===== src/rtl/regfile_scoreboard.sv =====
// Register file with per-register busy scoreboard, issue/writeback tracking and flush.
// Define REGFILE_BYPASS_EN to forward same-cycle writeback data and busy-clear to the read ports.
module regfile_scoreboard_rdport #(
  parameter int XLEN  = 32,
  parameter int DEPTH = 32,
  parameter int AW    = 5
) (
  input  logic [DEPTH-1:0][XLEN-1:0] i_regs,
  input  logic [DEPTH-1:0]           i_busy,
  input  logic [AW-1:0]              i_addr,
  input  logic                       i_wr_en,
  input  logic [AW-1:0]              i_wid,
  input  logic [XLEN-1:0]            i_wdata,
  input  logic                       i_iss_en,
  input  logic [AW-1:0]              i_iss_rd,
  output logic [XLEN-1:0]            o_data,
  output logic                       o_busy
);
  // Rows outside 1..NUM_REGS-1 are never written or marked, so a plain index is safe.
  logic [XLEN-1:0] w_sdata;
  logic            w_sbusy;
  assign w_sdata = i_regs[i_addr];
  assign w_sbusy = i_busy[i_addr];

`ifdef REGFILE_BYPASS_EN
  logic w_byp;
  assign w_byp  = i_wr_en && (i_wid == i_addr);
  assign o_data = w_byp ? i_wdata : w_sdata;
  assign o_busy = w_byp ? (i_iss_en && (i_iss_rd == i_addr)) : w_sbusy;
`else
  logic w_unused;
  assign w_unused = ^{i_wr_en, i_wid, i_wdata, i_iss_en, i_iss_rd};
  assign o_data   = w_sdata;
  assign o_busy   = w_sbusy;
`endif
endmodule

module regfile_scoreboard #(
  parameter  int XLEN         = 32,
  parameter  int NUM_REGS     = 32,
  parameter  int NUM_RD_PORTS = 2,
  localparam int AW           = $clog2(NUM_REGS),
  localparam int CW           = $clog2(NUM_REGS + 1)
) (
  input  logic                         clk,
  input  logic                         rst,
  input  logic [NUM_RD_PORTS*AW-1:0]   rd_addr,
  input  logic [NUM_RD_PORTS-1:0]      rd_used,
  output logic [NUM_RD_PORTS*XLEN-1:0] rd_data,
  output logic [NUM_RD_PORTS-1:0]      rd_busy,
  output logic                         stall,
  input  logic                         issue_valid,
  input  logic [AW-1:0]                issue_rd,
  input  logic                         RegWrite,
  input  logic [AW-1:0]                write_id,
  input  logic [XLEN-1:0]              write_data,
  input  logic                         flush,
  output logic [CW-1:0]                pending_count
);
  localparam int              DEPTH    = 1 << AW;
  localparam logic [DEPTH-1:0] ALL1    = '1;
  // Bit r set for every architecturally writable register (1..NUM_REGS-1).
  localparam logic [DEPTH-1:0] REG_MASK = (ALL1 >> (DEPTH - NUM_REGS)) & ~DEPTH'(1);

  logic [DEPTH-1:0][XLEN-1:0] r_regs;
  logic [DEPTH-1:0]           r_busy;
  logic [CW-1:0]              r_cnt;

  logic             w_wr_en, w_iss_en, w_same, w_set, w_clr;
  logic [DEPTH-1:0] w_busy_nxt;
  logic [CW-1:0]    w_cnt_nxt;

  assign w_wr_en  = RegWrite && REG_MASK[write_id];
  assign w_iss_en = issue_valid && REG_MASK[issue_rd] && !flush;
  assign w_same   = w_iss_en && w_wr_en && (issue_rd == write_id);
  assign w_set    = w_iss_en && !r_busy[issue_rd];
  assign w_clr    = w_wr_en && r_busy[write_id] && !w_same && !flush;

  always_comb begin
    w_busy_nxt = r_busy;
    if (flush) begin
      w_busy_nxt = '0;
    end else begin
      if (w_wr_en)  w_busy_nxt[write_id] = 1'b0;
      if (w_iss_en) w_busy_nxt[issue_rd] = 1'b1;
    end
  end

  // Incremental count tracks the busy popcount without an adder tree.
  always_comb begin
    w_cnt_nxt = r_cnt;
    if (flush)                w_cnt_nxt = '0;
    else if (w_set && !w_clr) w_cnt_nxt = r_cnt + CW'(1);
    else if (w_clr && !w_set) w_cnt_nxt = r_cnt - CW'(1);
  end

  always_ff @(posedge clk or posedge rst) begin
    if (rst) begin
      r_regs <= '0;
      r_busy <= '0;
      r_cnt  <= '0;
    end else begin
      if (w_wr_en) r_regs[write_id] <= write_data;
      r_busy <= w_busy_nxt;
      r_cnt  <= w_cnt_nxt;
    end
  end

  logic w_byp_wr;
  assign w_byp_wr = w_wr_en && !rst;

  for (genvar p = 0; p < NUM_RD_PORTS; p++) begin : g_rd
    regfile_scoreboard_rdport #(.XLEN(XLEN), .DEPTH(DEPTH), .AW(AW)) u_rd (
      .i_regs   (r_regs),
      .i_busy   (r_busy),
      .i_addr   (rd_addr[p*AW +: AW]),
      .i_wr_en  (w_byp_wr),
      .i_wid    (write_id),
      .i_wdata  (write_data),
      .i_iss_en (w_iss_en),
      .i_iss_rd (issue_rd),
      .o_data   (rd_data[p*XLEN +: XLEN]),
      .o_busy   (rd_busy[p])
    );
  end

  assign stall         = |(rd_used & rd_busy);
  assign pending_count = r_cnt;
endmodule


===== config.mk =====
export PLATFORM = sky130hd
export DESIGN_NAME = regfile_scoreboard
export DESIGN_NICKNAME = d
export VERILOG_FILES = /design/src/rtl/regfile_scoreboard.sv
export SDC_FILE = /design/constraint.sdc
export NUM_CORES = 2
export LEC_CHECK = 0
export CAP_MARGIN = 10
export CORE_ASPECT_RATIO = 1.5
export CORE_MARGIN = 8
export CORE_UTILIZATION = 45
export DETAILED_ROUTE_END_ITERATION = 10
export PLACE_DENSITY = 0.62
export SLEW_MARGIN = 20
export SYNTH_ARGS = -nofsm -noshare
export SYNTH_HDL_FRONTEND = slang
export SYNTH_HIERARCHICAL = 1
export SYNTH_SLANG_ARGS = --single-unit

===== constraint.sdc =====
create_clock -name clk -period 41.1 [get_ports clk]
set_input_delay 6.165 -clock clk [delete_from_list [all_inputs] [get_ports clk]]
set_output_delay 6.165 -clock clk [all_outputs]
set_load 0.02 [all_outputs]

* After elaboration in Yosys (flattened, before gate mapping)
Memory sizes are Yosys's and may differ from the RTL's.
Cells that the tools add are included.
** Word-level totals
- Flip-flop bits (word level) :: 1062
- Logic and storage cells :: 97
- ROM bits :: 64
- Bits of input ports :: 59
- Memories kept :: 2
** Memories
- (name not given) :: depth 32, bits a word 1, rd ports 1, clocked after Yosys merged registers in 0, write ports 0, line 74 : assign w_iss_en = issue_valid && REG_MASK[issue_rd] && !flush;
- (name not given) :: depth 32, bits a word 1, rd ports 1, clocked after Yosys merged registers in 0, write ports 0, line 73 : assign w_wr_en = RegWrite && REG_MASK[write_id];
** Cells by class
- Add/subtract/negate cells :: 2
- Reduce and logical (&&, ||, !) cells :: 20
- Bitwise operators :: 4
- Multiplexer cells :: 28
- Equality and inequality tests :: 1
- Magnitude comparators :: 6
** Operators with widths (number)
- $bwmux W1024 :: 1
- $bmux W32 S5 :: 2
- $mux W32 :: 7
- $demux W32 S5 :: 1
- $and A32 B32 Y32 :: 1
- $not A32 Y32 :: 1
- $or A32 B32 Y32 :: 1
- $lt A5 B6 Y1 const B :: 4
- $bmux W1 S5 :: 4
- $mux W6 :: 3
- $logic_and A1 B1 Y1 :: 13
- $demux W1 S5 :: 2
- $ge A5 B1 Y1 const B :: 2
- $mux W1 :: 8
- $add A6 B1 Y6 const B :: 1
- $sub A6 B1 Y6 const B :: 1
- $eq A5 B5 Y1 :: 1
- $logic_not A1 Y1 :: 5
- $reduce_bool A3 Y1 :: 1
- $and A2 B2 Y2 :: 1
- $reduce_or A2 Y1 :: 1

* Longest topological paths before layout
- Word-level depth :: 13
- Mapped depth :: 15
- Mapped depth without buffers :: 13

* Modules after synthesis
The synthesis kept the hierarchy.
** By module, submodules not included
- regfile_scoreboard :: area an instance 40436.3 µm², times used 1, cells each 2538
- regfile_scoreboard_rdport :: area an instance 9231.4 µm², times used 2, cells each 1197

* Least setup slack after synthesis
OpenSTA, ideal clock, no wires.
- Path kind :: input -> output
- From :: in rd_addr[1]
- To :: out stall
- Arrival :: 7.710 ns
- Cell stages on the path :: 9
- Required time :: 34.935 ns
- Setup slack :: 27.225 ns
- Cell sequence :: buf_4 > buf_6 > buf_8 > buf_8 > mux2i_1 > a22oi_1 > a31oi_1 > nand3_1 > a22o_1
** Between the ends
- Word-level cells in the longest chain between the ends :: 4
** Ends and longest elaborated chain
- start: declaration :: line 47 : input logic [NUM_RD_PORTS*AW-1:0] rd_addr,
- $bmux W1 S5 :: line 23 : assign w_sbusy = i_busy[i_addr];
- $mux W1 (implied by the code) :: line 23
- net rd_busy[0] :: line 50 : output logic [NUM_RD_PORTS-1:0] rd_busy,
- $and A2 B2 Y2 :: line 127 : assign stall = |(rd_used & rd_busy);
- $reduce_or A2 Y1 :: line 127
- end: declaration :: line 51 : output logic stall,
The timed path passes the listed nets, and every way through them passes these cells. The select of a mux whose other input is x is not followed.

* Final worst setup path
- From :: in rd_addr[1]
- To :: out rd_data[13]
** Between the ends
- Word-level cells in the longest chain between the ends :: 2
** Ends and longest elaborated chain
- $bmux W32 S5 :: line 22 : assign w_sdata = i_regs[i_addr];
- $mux W32 (implied by the code) :: line 22
- end: declaration :: line 49 : output logic [NUM_RD_PORTS*XLEN-1:0] rd_data,
Every way passes these cells. The select of a mux whose other input is x is not followed.

==> metrics.csv <==
stage;metric;value;unit
critical_path;r2r_start;r_busy[30];
critical_path;crit_required;34.94;ns
timing;slew_violations;0;
timing;hold_viol;0;
critical_path;worstPathCellList;buf_8 > buf_4 > buf_12 > buf_4 > mux2i_1 > a22o_1 > nor3_1 > a31oi_1 > nand3_1 > clkdlybuf4s50_1;
detailed_routing;wirelength;190000;um
critical_path;end_kind;primary output;
cells_and_area;synthToLayoutAreaGrowth;9.32;%
clocking;cts_made_buffers;109;
critical_path;slowest_stage;buf_4;
critical_path;path_depth;10;
critical_path;critPathMostFrequentCell;buf_4;
global_routing;grt_use_total;25.7;%
critical_path;arrival;11.30;ns
timing;fmax;57.2;MHz
timing;rsz0062_at_grt;no;
cells_and_area;final_cell_mix;mux2i_1, dfrtp_1, mux2_2, nand2_1, a21oi_1;
global_routing;grt_pass1_wl;281000;um
global_routing;grt_pass1_vias;42673;
timing;setup_tns;0;ns
yosys;netlist_instances;4931;
clocking;ctsResizeCount;0;
timing;relSlewSlack;23.9;%
floorplan;start_util;45.3;%
clocking;cts-root-buf;clkbuf_16;
clocking;cts_buffer_depth;3;
clocking;clk_pin_slew;0.06;ns
timing;skew;0.0169;ns
yosys;yosys_warnings;6;
clocking;cts_tree;done;
detailed_routing;drt_iter0_drc;3701;
global_routing;antenna_found_initial;14;
cells_and_area;drive_above_1_share;27.6;%
detailed_routing;vias;41686;
critical_path;crit_start;rd_addr[1];
global_routing;grt_max_degree;165;
placement;port_buffers;131;
clocking;clk_latency;0.73;ns
floorplan;core_area;130000;sq um
cells_and_area;register_area;26600;sq um
critical_path;r2r-end;pending_count[5];
placement;dp_hpwl;99300;um
cells_and_area;final_util;49.6;%
detailed_routing;avgRoutedWirePerCell;29.0;um
power;vdd_drop_max;0.0389;mV
detailed_routing;via_per_inst;6.36;
global_routing;grt-ovfl-total;0;
yosys;avgSynthCellArea;11.9;sq um
critical_path;cpLargestDelayFamily;buffers and inverters;
cells_and_area;nFillCells;11621;
critical_path;critPathBufInv;5;
cells_and_area;final_common_cell;mux2i_1;
floorplan;dieArea;143000;sq um
timing;period_minus_slack;17.47;ns
critical_path;reg2reg_depth;13;
power;power_density;47.4;nW/um^2
critical_path;endpoint;rd_data[13];
critical_path;worstPathMaxFanout;133;
detailed_routing;route.detailed.drc;0;
yosys;syn-num-nets;4995;
run_status;outcome;finished clean;
critical_path;path_class;in -> out;
clocking;clkSinkCount;1062;
yosys;synth_area;58900;sq um
critical_path;start_kind;input pin;
job;cap_violations;0;
floorplan;ios;132;
clocking;cts.hold.buffers_added;0;
critical_path;rrSetupSlack;37.33;ns
cells_and_area;multi_input_area;29800;sq um
cells_and_area;nets;4801;
placement;gp_congestion;0.804;
floorplan;die_h;459;um
timing;tightest_slew;1.14;ns
power;power_leakage;0.0299;uW
floorplan;rows;162;
timing;post-route-period-util;42.5;%
clocking;post_cts_buffers;0;
detailed_routing;ant_nets;0;
timing;setup_viol;0;
detailed_routing;first_pass_iters;6;
critical_path;crit_path_max_incr_delay;0.96;ns
clocking;h-tree-depth;3;
hold_path;hold_class;reg -> reg;
floorplan;dieWidth;311;um
==> final cells by class <==
cell class	count	share of cell area (%)
Multi-Input combinational cell	3338	46.2
Sequential cell	1062	41.3
Clock buffer	161	4.98
Tap cell	1722	3.35
Timing Repair Buffer	210	3.14
Clock inverter	43	0.929
Inverter	16	0.105
Antenna cell	5	0.0194
==> per-stage QoR <==
| step | hold slack (ns) | power, uW | worst slack, ns | instances | cell area, sq um |
|---|---|---|---|---|---|
| finish | 0.400 | 3050 | 23.63 | 6557 | 64400 |
| global route | 0.407 | 3190 | 23.45 | 6553 | 64400 |
| CTS | 0.401 | 3070 | 23.73 | 6552 | 64400 |
| detailed placement | 0.388 | 2010 | 23.74 | 6348 | 60600 |
| global placement | 0.384 | 1980 | 23.73 | 6346 | 60600 |
| floorplan | 0.449 | 1840 | 5.04 | 4931 | 58900 |
==> per-layer routing <==
metal	vias to the layer above	part of all wire, %	wire, um	global-route usage [%]
met2	1461	47	88400	41.6
met3	430	6.5	12300	4.72
met5	-	0.045	85	0
met4	14	4.0	7630	10.1
met1	21984	43	81700	34.2
li1	17797	-	-	-
==> worst min path at each step <==
| stage | endpoint | cells past startpoint | start | slack, ns |
|---|---|---|---|---|
| after CTS | r_regs[9] | 0 | r_regs[9] | 0.40 |
| after global placement | r_regs[13] | 0 | r_regs[13] | 0.38 |
| after detailed placement | r_regs[9] | 0 | r_regs[9] | 0.39 |
| after floorplan | r_regs[0] | 1 | r_regs[0] | 0.45 |
| after global routing | r_regs[26] | 0 | r_regs[26] | 0.41 |
| final | r_regs[26] | 0 | r_regs[26] | 0.40 |
==> power breakdown <==
group	internal (uW)	leakage [uW]	switching (uW)
Combinational	314	0.0144	294
Sequential	1240	0.0137	145
Clock	616	0.00186	441
==> sequential cells by signal (all words and copies together) (netlist names) <==
register       cells
pending_count      6
r_busy            32
r_regs          1024
Power figures use the tool's default switching activity.
